**src/rtl/count_driver_if.sv**
```systemverilog
// Sequencer-to-driver bundle for the dual-channel En/Slt count driver.
// The sequencer side is master; count_driver takes the slave view.
interface count_driver_if #(
   parameter int CNT_W = 16
);
   logic             Start;
   logic [CNT_W-1:0] Cnt0;
   logic [CNT_W-1:0] Cnt1;
   logic             Hold;
   logic             En;
   logic             Slt;
   logic             Busy;
   logic             DoneP;
   logic [CNT_W-1:0] Done0;
   logic [CNT_W-1:0] Done1;

   modport master (
      output Start, Cnt0, Cnt1, Hold,
      input  En, Slt, Busy, DoneP, Done0, Done1
   );

   modport slave (
      input  Start, Cnt0, Cnt1, Hold,
      output En, Slt, Busy, DoneP, Done0, Done1
   );
endinterface

```
**src/rtl/count_driver.sv**
```systemverilog
// Turns a (Cnt0, Cnt1) request into the En/Slt pulse train that advances a downstream
// counter Cnt0 times on channel 0 and Cnt1 times on channel 1 (DIV Slt=1 pulses each).
module count_driver #(
   parameter int CNT_W = 16,
   parameter int DIV   = 4
) (
   input  logic          Clk,
   input  logic          Reset,
   count_driver_if.slave bus
);
   localparam int PH_W = (DIV > 1) ? $clog2(DIV) : 1;

   localparam logic [1:0]       S_IDLE  = 2'd0;
   localparam logic [1:0]       S_CH0   = 2'd1;
   localparam logic [1:0]       S_CH1   = 2'd2;
   localparam logic [1:0]       S_DONE  = 2'd3;
   localparam logic [CNT_W-1:0] ZERO    = {CNT_W{1'b0}};
   localparam logic [CNT_W-1:0] ONE     = CNT_W'(1'b1);
   localparam logic [PH_W-1:0]  PH_ZERO = {PH_W{1'b0}};
   localparam logic [PH_W-1:0]  PH_ONE  = PH_W'(1'b1);
   localparam logic [PH_W-1:0]  PH_LAST = PH_W'(DIV - 1);

   logic [1:0]       state_r;
   logic [CNT_W-1:0] rem0_r;
   logic [CNT_W-1:0] rem1_r;
   logic [PH_W-1:0]  phase_r;
   logic [CNT_W-1:0] done0_r;
   logic [CNT_W-1:0] done1_r;
   logic             en_r;
   logic             slt_r;
   logic             busy_r;
   logic             donep_r;

   logic             accept_s;
   logic [1:0]       cur_state_s;
   logic [CNT_W-1:0] cur_rem0_s;
   logic [CNT_W-1:0] cur_rem1_s;
   logic [PH_W-1:0]  cur_phase_s;
   logic [CNT_W-1:0] cur_done0_s;
   logic [CNT_W-1:0] cur_done1_s;

   logic [1:0]       state_s;
   logic [CNT_W-1:0] rem0_s;
   logic [CNT_W-1:0] rem1_s;
   logic [PH_W-1:0]  phase_s;
   logic [CNT_W-1:0] done0_s;
   logic [CNT_W-1:0] done1_s;
   logic             en_s;
   logic             slt_s;
   logic             busy_s;
   logic             donep_s;

   // Working context: an accepted Start overlays the fresh request so its first pulse goes out on the same edge.
   always_comb begin
      accept_s    = (state_r == S_IDLE) && !busy_r && bus.Start;
      cur_state_s = state_r;
      cur_rem0_s  = rem0_r;
      cur_rem1_s  = rem1_r;
      cur_phase_s = phase_r;
      cur_done0_s = done0_r;
      cur_done1_s = done1_r;
      if (accept_s) begin
         cur_rem0_s  = bus.Cnt0;
         cur_rem1_s  = bus.Cnt1;
         cur_phase_s = PH_ZERO;
         cur_done0_s = ZERO;
         cur_done1_s = ZERO;
         if (bus.Cnt0 != ZERO) begin
            cur_state_s = S_CH0;
         end else if (bus.Cnt1 != ZERO) begin
            cur_state_s = S_CH1;
         end else begin
            cur_state_s = S_DONE;
         end
      end else begin
         cur_state_s = state_r;
      end
   end

   // Pulse issue and sequencing; Hold freezes everything except En, which drops.
   always_comb begin
      state_s = cur_state_s;
      rem0_s  = cur_rem0_s;
      rem1_s  = cur_rem1_s;
      phase_s = cur_phase_s;
      done0_s = cur_done0_s;
      done1_s = cur_done1_s;
      en_s    = 1'b0;
      slt_s   = slt_r;
      donep_s = 1'b0;
      busy_s  = busy_r;

      // Busy lingers through the DoneP cycle (state already IDLE) so a Start there is ignored.
      if (accept_s) begin
         busy_s = 1'b1;
      end else if (state_r == S_IDLE) begin
         busy_s = 1'b0;
      end else begin
         busy_s = busy_r;
      end

      case (cur_state_s)
         S_IDLE: begin
            state_s = S_IDLE;
         end
         S_CH0: begin
            if (!bus.Hold) begin
               en_s    = 1'b1;
               slt_s   = 1'b0;
               rem0_s  = cur_rem0_s - ONE;
               done0_s = cur_done0_s + ONE;
               if (cur_rem0_s == ONE) begin
                  if (cur_rem1_s != ZERO) begin
                     state_s = S_CH1;
                  end else begin
                     state_s = S_DONE;
                  end
               end else begin
                  state_s = S_CH0;
               end
            end else begin
               state_s = cur_state_s;
            end
         end
         S_CH1: begin
            if (!bus.Hold) begin
               en_s  = 1'b1;
               slt_s = 1'b1;
               if (cur_phase_s == PH_LAST) begin
                  phase_s = PH_ZERO;
                  rem1_s  = cur_rem1_s - ONE;
                  done1_s = cur_done1_s + ONE;
                  if (cur_rem1_s == ONE) begin
                     state_s = S_DONE;
                  end else begin
                     state_s = S_CH1;
                  end
               end else begin
                  phase_s = cur_phase_s + PH_ONE;
                  state_s = S_CH1;
               end
            end else begin
               state_s = cur_state_s;
            end
         end
         S_DONE: begin
            // An empty request spends one cycle in DONE before DoneP, like any other request.
            if (accept_s) begin
               state_s = S_DONE;
            end else begin
               donep_s = 1'b1;
               state_s = S_IDLE;
            end
         end
         default: begin
            state_s = S_IDLE;
         end
      endcase
   end

   // State and registered outputs.
   always_ff @(posedge Clk or negedge Reset) begin
      if (!Reset) begin
         state_r <= S_IDLE;
         rem0_r  <= ZERO;
         rem1_r  <= ZERO;
         phase_r <= PH_ZERO;
         done0_r <= ZERO;
         done1_r <= ZERO;
         en_r    <= 1'b0;
         slt_r   <= 1'b0;
         busy_r  <= 1'b0;
         donep_r <= 1'b0;
      end else begin
         state_r <= state_s;
         rem0_r  <= rem0_s;
         rem1_r  <= rem1_s;
         phase_r <= phase_s;
         done0_r <= done0_s;
         done1_r <= done1_s;
         en_r    <= en_s;
         slt_r   <= slt_s;
         busy_r  <= busy_s;
         donep_r <= donep_s;
      end
   end

   assign bus.En    = en_r;
   assign bus.Slt   = slt_r;
   assign bus.Busy  = busy_r;
   assign bus.DoneP = donep_r;
   assign bus.Done0 = done0_r;
   assign bus.Done1 = done1_r;
endmodule

```
**src/flat_wrapper.sv**
```systemverilog
// flat-port wrapper written by rule: the top's interface ports become plain ports
module count_driver_flat 
#(
   parameter int CNT_W = 16,
   parameter int DIV   = 4
)
  (Clk, Reset, bus_Start, bus_Cnt0, bus_Cnt1, bus_Hold, bus_En, bus_Slt, bus_Busy, bus_DoneP, bus_Done0, bus_Done1);
  count_driver_if #(.CNT_W(CNT_W)) bus_i ();
  input  logic Clk;
  input  logic Reset;
  input wire logic [$bits(bus_i.Start)-1:0] bus_Start;
  input wire logic [$bits(bus_i.Cnt0)-1:0] bus_Cnt0;
  input wire logic [$bits(bus_i.Cnt1)-1:0] bus_Cnt1;
  input wire logic [$bits(bus_i.Hold)-1:0] bus_Hold;
  output wire logic [$bits(bus_i.En)-1:0] bus_En;
  output wire logic [$bits(bus_i.Slt)-1:0] bus_Slt;
  output wire logic [$bits(bus_i.Busy)-1:0] bus_Busy;
  output wire logic [$bits(bus_i.DoneP)-1:0] bus_DoneP;
  output wire logic [$bits(bus_i.Done0)-1:0] bus_Done0;
  output wire logic [$bits(bus_i.Done1)-1:0] bus_Done1;
  assign bus_i.Start = bus_Start;
  assign bus_i.Cnt0 = bus_Cnt0;
  assign bus_i.Cnt1 = bus_Cnt1;
  assign bus_i.Hold = bus_Hold;
  assign bus_En = bus_i.En;
  assign bus_Slt = bus_i.Slt;
  assign bus_Busy = bus_i.Busy;
  assign bus_DoneP = bus_i.DoneP;
  assign bus_Done0 = bus_i.Done0;
  assign bus_Done1 = bus_i.Done1;
  count_driver #(.CNT_W(CNT_W), .DIV(DIV)) u_core (.Clk(Clk), .Reset(Reset), .bus(bus_i));
endmodule
```
**config.mk**
```make
export PLATFORM = sky130hd
export DESIGN_NAME = count_driver_flat
export DESIGN_NICKNAME = d
export VERILOG_FILES = /design/src/rtl/count_driver_if.sv /design/src/rtl/count_driver.sv /design/src/flat_wrapper.sv
export SDC_FILE = /design/constraint.sdc
export NUM_CORES = 1
export LEC_CHECK = 0
export ABC_AREA = 0
export CAP_MARGIN = 20
export CORE_MARGIN = 2
export CORE_UTILIZATION = 50
export CTS_BUF_LIST = sky130_fd_sc_hd__clkbuf_4 sky130_fd_sc_hd__clkbuf_8 sky130_fd_sc_hd__clkbuf_16
export DETAILED_ROUTE_END_ITERATION = 10
export DONT_BUFFER_PORTS = 1
export MAX_ROUTING_LAYER = met4
export PLACE_DENSITY = 0.68
export SLEW_MARGIN = 20
export SYNTH_ARGS = -nofsm -noshare
export SYNTH_HDL_FRONTEND = slang
export SYNTH_SLANG_ARGS = --single-unit
```
**constraint.sdc**
```tcl
create_clock -name Clk -period 4.96 [get_ports Clk]
set_input_delay 0.992 -clock Clk [delete_from_list [all_inputs] [get_ports Clk]]
set_output_delay 0.992 -clock Clk [all_outputs]
set_load 0.03 [all_outputs]
```
# Word level (Yosys, flattened, before mapping)
# Index checks and enable logic that the tools add are counted.
[word_totals]
ff_bits = 72
latchBits = 0
mem_bits_rw = 0
romBits = 0
in_bits = 36
out_inout_bits = 36
memories = 0
[op_classes]
n_addsub = 5
multipliers = 0
div = 0
n_lt_le_gt_ge = 0
n_eq_ne = 8
shift = 0
mux = 38
bitwise = 0
reduce_logical = 12
[ops]
columns = ["op", "n"]
rows = [
  ["16-bit 2-to-1 mux", 14],
  ["16-bit nonzero test", 3],
  ["16-bit by 1-bit adder with 16-bit output (second input constant)", 2],
  ["16-bit by 1-bit equality test with 1-bit output (second input constant)", 2],
  ["16-bit by 1-bit subtractor with 16-bit output (second input constant)", 2],
  ["2-bit 2-to-1 mux", 10],
  ["1-bit 2-to-1 mux", 12],
  ["2-bit one-hot mux with 4 select lines", 1],
  ["2-bit equality test (second input constant)", 3],
  ["2-bit zero test", 2],
  ["2-bit != test (second input constant)", 2],
  ["2-bit nonzero test", 2],
  ["3-bit AND reduction", 1],
  ["2-bit by 1-bit adder with 2-bit output (second input constant)", 1],
  ["2-bit by 1-bit equality test with 1-bit output (second input constant)", 1],
  ["1-bit logical AND", 2],
  ["1-bit one-hot mux with 2 select lines", 1],
  ["2-bit OR reduction", 1],
  ["1-bit zero test", 1],
]

# Logic depth before layout (Yosys ltp)
[depth]
depth_word = 9
depth_mapped = 13
depth_no_buf = 11

# Worst setup path after synthesis
# OpenSTA, ideal clock, no wires.
[synth_path]
kind = "input to register"
start = "in bus_Cnt0[7]"
end = "reg u_core.rem1_r[12]"
arrival_ns = 3.606
setup_slack_ns = 1.227
stages = 12
cell_sequence = "or4_1 -> nand4bb_1 -> a211oi_1 -> nor2_1 -> inv_1 -> ha_1 -> nor2b_1 -> nand2_1 -> clkbuf_1 -> a2111oi_1 -> xnor2_1 -> mux2i_1"
[synth_via]
elab_chain_len = 5
[synth_rtl]
columns = ["element", "line", "source"]
rows = [
  ["start: declaration", "flat_wrapper.sv:12", "input wire logic [$bits(bus_i.Cnt0)-1:0] bus_Cnt0;"],
  ["16-bit nonzero test", "count_driver.sv:68", "if (bus.Cnt0 != ZERO) begin"],
  ["2-bit 2-to-1 mux", "count_driver.sv:68", ""],
  ["2-bit 2-to-1 mux", "count_driver.sv:62", "if (accept_s) begin"],
  ["2-bit equality test", "count_driver.sv:102", "case (cur_state_s)"],
  ["16-bit 2-to-1 mux", "count_driver.sv:102", ""],
  ["named net u_core.rem1_s[12]", "count_driver.sv:44", "logic [CNT_W-1:0] rem1_s;"],
  ["end signal: assignment", "count_driver.sv:177", "rem1_r <= rem1_s;"],
  ["end: declaration", "count_driver.sv:25", "logic [CNT_W-1:0] rem1_r;"],
]
# The timed path passes the listed nets, and every way through them passes these cells.
# A chain may end at the register's enable or synchronous reset.

# Worst setup path in the final report
[layout_path]
start = "in bus_Cnt0[7]"
end = "reg u_core.rem1_r[13]"
# The elaborated chain is that of the path after synthesis.

==> results by stage <==
Status:
- The flow ran to the end, and the final reports show no timing, DRC or antenna violations.

Yosys:
- The number of synthesized register bits is between 70 and 80.
- Yosys attributes the largest share of cell area to sky130_fd_sc_hd__dfrtp_1 42%, sky130_fd_sc_hd__mux2i_1 9.0%, sky130_fd_sc_hd__xnor2_1 7.3%, sky130_fd_sc_hd__xor2_1 6.3%, sky130_fd_sc_hd__nor2_1 4.0%.
- The gate count after technology mapping is 440.
- During synthesis, Yosys emitted a total of 0 warnings.
- The cell type contributing the most total cell area after synthesis is sky130_fd_sc_hd__dfrtp_1.
- The number of enable-type register cells in the synthesized netlist is 0.
- Of the post-synthesis cell area, the dominant cell type holds 0.418.
- For this run, the register share of the synthesized area comes to 0.418.
- The synthesized netlist contains 46 unique library cells.
- After synthesis, the mean cell area works out to 9.80 um2.
- The async set-reset flop share out of synthesis is 1.00.
- The post-synth design cell area is about 4300 um2.
- The number of nets in the synthesized netlist is ~490.
- In the synthesized netlist the dominant register cell turns out to be sky130_fd_sc_hd__dfrtp_1.

Die:
- Row generation in the floorplan step produced 33 rows.
- Measured along the y axis, the die boundary spans 96.9 um.
- The die outline width is around 97 um.
- The die covers 9390 um2.
- For this configuration, the core starts out at a cell density of 0.520.
- The top-level I/O count is 72.
- The area inside the core boundary is 8300 um2.

STA:
- For the final routed database, the setup TNS stands at 0 ns.
- The slew of the pin with the lowest slew margin is 0.648 ns.
- Measured against its own limit, the worst slew margin works out to 0.564.
- Of the available clock period, the critical path in the final layout requires 0.747.
- The achievable frequency is 270 MHz.
- Setup violations remaining at the end of the flow were counted as 0.
- The final-report hold violation count is 0.
- The final count of pins violating max slew was 0.
- Setup repair after global routing left no endpoint under its margin.
- The final critical delay including setup and external delays is 3.70 ns.
- The clock skew after layout is 0.0121 ns.

GRT:
- The number of global-route vias before repair is 3,208.
- The met3 track demand over resource is 0.0694.
- The met2 track demand over resource is 0.313.
- For met1 alone, demand over resource in global routing was 0.264.
- The total global routing track utilization is 0.206.
- The number of antenna violations at the first check in global routing is 0.
- The first global-routing pass estimated 15,600 um of wire.
- After global routing the overflow that remains totals 0.
- After global routing, the most crowded layer is met2.
- Entering global routing, the biggest net connects 73 pins.

Setup path:
- Counting cells, the worst reg-to-reg path comes to 10.
- The worst register-to-register path has a setup slack of 1.69 ns.
- The critical path required time is 5.19 ns.
- STA classifies the critical path startpoint as a primary input.
- The most prevalent standard cell on the critical path is sky130_fd_sc_hd__a211oi_1.
- In this design, the stage delay of the slowest critical-path cell is approximately 0.60 ns.
- The critical path is of the primary input to register type.
- The startpoint of the worst setup timing path is bus_Cnt0[7].
- The worst register-to-register path begins at u_core.bus.Busy.
- The most critical setup path has its endpoint at u_core.rem1_r[13].
- The signal on the critical path passes through or4_1, nand4bb_1, a211oi_1, nor2_1, inv_1, ha_1, nor2b_1, nand2_1, buf_4, a211oi_1, o21ai_1, xor2_1.
- Among all stages on the critical path, the largest delay is contributed by sky130_fd_sc_hd__or4_1.
- STA classifies the critical path endpoint as a register.
- The worst register-to-register path ends at u_core.bus.Done0[7].
- The data arrival time of the critical path is 3.94 ns.
- Of all nets on the critical path, the largest fanout is 21.

Cells and area:
- Relative to the synthesized area, the layout overhead comes to 7.08%.
- At the end of the flow, the number of nets in the layout was roughly 480.
- The number of antenna repair diodes is 0.
- Of the cells placed in the final design, the portion with a size suffix greater than 1 is 0.0745.

Place:
- The weighted congestion reported at the end of routability-driven placement is 0.891.
- The post-detailed-placement half-perimeter wirelength is 6460 um.
- The number of buffers added on ports is 0.

Route:
- Across all layers, the routed design uses 3,275 vias.
- The residual antenna-violating net count after detailed routing is 0.
- After detailed routing, the number of vias per cell comes to 5.98.
- After detailed routing, the total wire length is 9260 um.
- The post-detailed-route wirelength per cell is 16.9 um.
- The count of TritonRoute iterations in the first routing pass is 5.
- The total DRC errors in the routed layout is 0.
- The first-iteration detailed-routing DRC count is 116.

Clocking:
- The setup fix buffers added after clock tree synthesis is 0.
- CTS built an H-tree with a depth of 3.
- The number of buffers on the longest clock path is 2.
- After clock tree synthesis, the clock-pin slew on the worst setup and hold paths is 0.08 ns.
- The insertion delay to the later sink of the worst-skew pair is approximately 0.35 ns.
- The CTS tree is built.
- For this design, the sink count on the clock tree is 72.
- The post-CTS resize count is 0.
- The hold-fix buffer count after cts is 0.
- The number of buffers created by CTS is 9.
- The root buffer cell chosen for the clock tree is sky130_fd_sc_hd__clkbuf_8.

Min path:
- The path class of the tightest hold or removal check is primary input to async pin.

Pwr:
- The sequential share of power is 0.447.
- In this run the power spent charging and discharging nets is around 0.82 mW.
- The maximum ir drop on the vdd rail is 221 uV.
- For this design the ratio of total power to cell area is 462 nW/um2.
- The net switching share of the total power is 0.386.
- The internal cell power is 1.31 mW.
- Of the total power, combinational logic draws 0.328.
- The analysis attributes to cell leakage a power of 1.93 nW.
- The design draws 2.13 mW.
- The relative contribution of the clock network to total power is 0.225.

Run:
- The count of max-cap constraint violations is 0.
## cell type report
class | count | area (um2)
clock buffers | 11 | 145
repair buffers | 5 | 37.5
flip-flops and latches | 72 | 1800
inverters | 5 | 18.8
multi-input cells | 345 | 2430
well taps | 105 | 131
fillers | 738 | 3680
clock inverters | 5 | 56.3
## cells by family (layout without fill, tap and decap cells)
group,after synthesis,in the layout,synth area share
buffers and inverters,23,26,0.0209
and+or+nand+nor,191,191,0.240
AOI/OAI and AO/OA,33,33,0.0534
muxes,44,44,0.104
DFF,72,72,0.418
xor gates and xnor gates,67,67,0.136
adders and majority gates,10,10,0.0290
## power by group through the flow
stage          Sequential [mW]  Combinational (mW)  Clock (mW)
4_1_cts                  0.950               0.703       0.489
2_1_floorplan            0.911               0.582           0
6_report                 0.953               0.700       0.480
5_1_grt                  0.977               0.781       0.511
3_5_place_dp             0.957               0.704           0
3_3_place_gp             0.957               0.682           0
## through the flow
stage / hold WS, ns / area [um2] / setup WS (ns) / utilization / std cells
after floorplan: 0.509 / 4310 / 1.23 / - / 440
after global placement: 0.568 / 4420 / 1.03 / 0.532 / 532
after detailed placement: 0.559 / 4420 / 0.888 / 0.532 / 532
after CTS: 0.322 / 4620 / 1.27 / 0.557 / 548
after global routing: 0.313 / 4620 / 1.03 / 0.557 / 548
final: 0.331 / 4620 / 1.26 / 0.557 / 548
## layout by cell type (no fill, tap or decap), types with 2 or more instances in the layout
cell,instances
sky130_fd_sc_hd__nand4_1,10
sky130_fd_sc_hd__mux2_2,5
sky130_fd_sc_hd__o2111ai_1,2
sky130_fd_sc_hd__a21oi_1,6
sky130_fd_sc_hd__nor4_1,16
sky130_fd_sc_hd__clkinv_2,2
sky130_fd_sc_hd__inv_1,5
sky130_fd_sc_hd__dfrtp_1,72
sky130_fd_sc_hd__ha_1,10
sky130_fd_sc_hd__o21ai_0,3
sky130_fd_sc_hd__nor2_1,46
sky130_fd_sc_hd__nand3_1,12
sky130_fd_sc_hd__and4_1,5
sky130_fd_sc_hd__o21bai_1,2
sky130_fd_sc_hd__and2_1,13
sky130_fd_sc_hd__or4b_2,2
sky130_fd_sc_hd__or4_4,2
sky130_fd_sc_hd__and4b_1,5
sky130_fd_sc_hd__nor3_1,25
sky130_fd_sc_hd__o211ai_1,5
sky130_fd_sc_hd__a2111oi_1,2
sky130_fd_sc_hd__mux2i_1,39
sky130_fd_sc_hd__nor2b_1,3
sky130_fd_sc_hd__nor4b_1,2
sky130_fd_sc_hd__xor2_1,31
sky130_fd_sc_hd__or4_1,6
sky130_fd_sc_hd__xnor2_1,36
sky130_fd_sc_hd__or2_2,2
sky130_fd_sc_hd__clkbuf_8,10
sky130_fd_sc_hd__o22ai_1,2
sky130_fd_sc_hd__nand2_1,31
sky130_fd_sc_hd__a211oi_1,5
sky130_fd_sc_hd__buf_4,5
sky130_fd_sc_hd__o21ai_1,2
sky130_fd_sc_hd__or3_1,4
## how the worst min path moves through the flow
| stage | start | slack [ns] | to | cells after the start |
|---|---|---|---|---|
| after global routing | Reset | 0.31 | u_core.bus.Done1[12] | 0 |
| after global placement | u_core.state_r[0] | 0.57 | u_core.bus.Busy | 2 |
| after detailed placement | u_core.state_r[0] | 0.56 | u_core.bus.Busy | 2 |
| after floorplan | u_core.state_r[0] | 0.51 | u_core.bus.Busy | 2 |
| final | Reset | 0.33 | u_core.bus.Done1[13] | 0 |
| after CTS | Reset | 0.32 | u_core.bus.Done0[5] | 0 |
## layer usage
layer	routed length, um	vias to the layer above
li1	-	1570
met1	4270	1592
met2	4200	102
met3	714	11
met4	70	0
met5	0	-
## state kept, by name, summed over array words and instances, names as in the netlist
| name | flops |
|---|---|
| u_core.bus.Done1 | 16 |
| u_core.bus.Done0 | 16 |
| u_core.rem0_r | 16 |
| u_core.rem1_r | 16 |
| u_core.bus.En | 1 |
| u_core.phase_r | 2 |
| u_core.bus.Slt | 1 |
| u_core.bus.Busy | 1 |
| u_core.bus.DoneP | 1 |
| u_core.state_r | 2 |
## worst max-delay path, delay by kind of cell
kind                       cells  cell delay [ns]
and+or+nand+nor                5             1.42
AOI/OAI and AO/OA              3             0.82
buffers and inverters          2             0.31
adders and majority gates      1             0.22
xor gates and xnor gates       1             0.18
## Yosys cell counts (4+ instances only)
cell type and number:
sky130_fd_sc_hd__ha_1 10, sky130_fd_sc_hd__a21oi_1 6, sky130_fd_sc_hd__inv_1 5, sky130_fd_sc_hd__clkbuf_1 13, sky130_fd_sc_hd__nor2_1 46, sky130_fd_sc_hd__nand2_1 31, sky130_fd_sc_hd__dfrtp_1 72, sky130_fd_sc_hd__mux2_2 5
sky130_fd_sc_hd__o211ai_1 5, sky130_fd_sc_hd__or3_1 4, sky130_fd_sc_hd__nand3_1 12, sky130_fd_sc_hd__nor4_1 16, sky130_fd_sc_hd__a211oi_1 5, sky130_fd_sc_hd__nor3_1 25, sky130_fd_sc_hd__nand4_1 10, sky130_fd_sc_hd__mux2i_1 39
sky130_fd_sc_hd__or4_1 6, sky130_fd_sc_hd__and4_1 5, sky130_fd_sc_hd__and4b_1 5, sky130_fd_sc_hd__xor2_1 31, sky130_fd_sc_hd__and2_1 13, sky130_fd_sc_hd__xnor2_1 36
No activity file was read; power rests on OpenSTA's default activity.
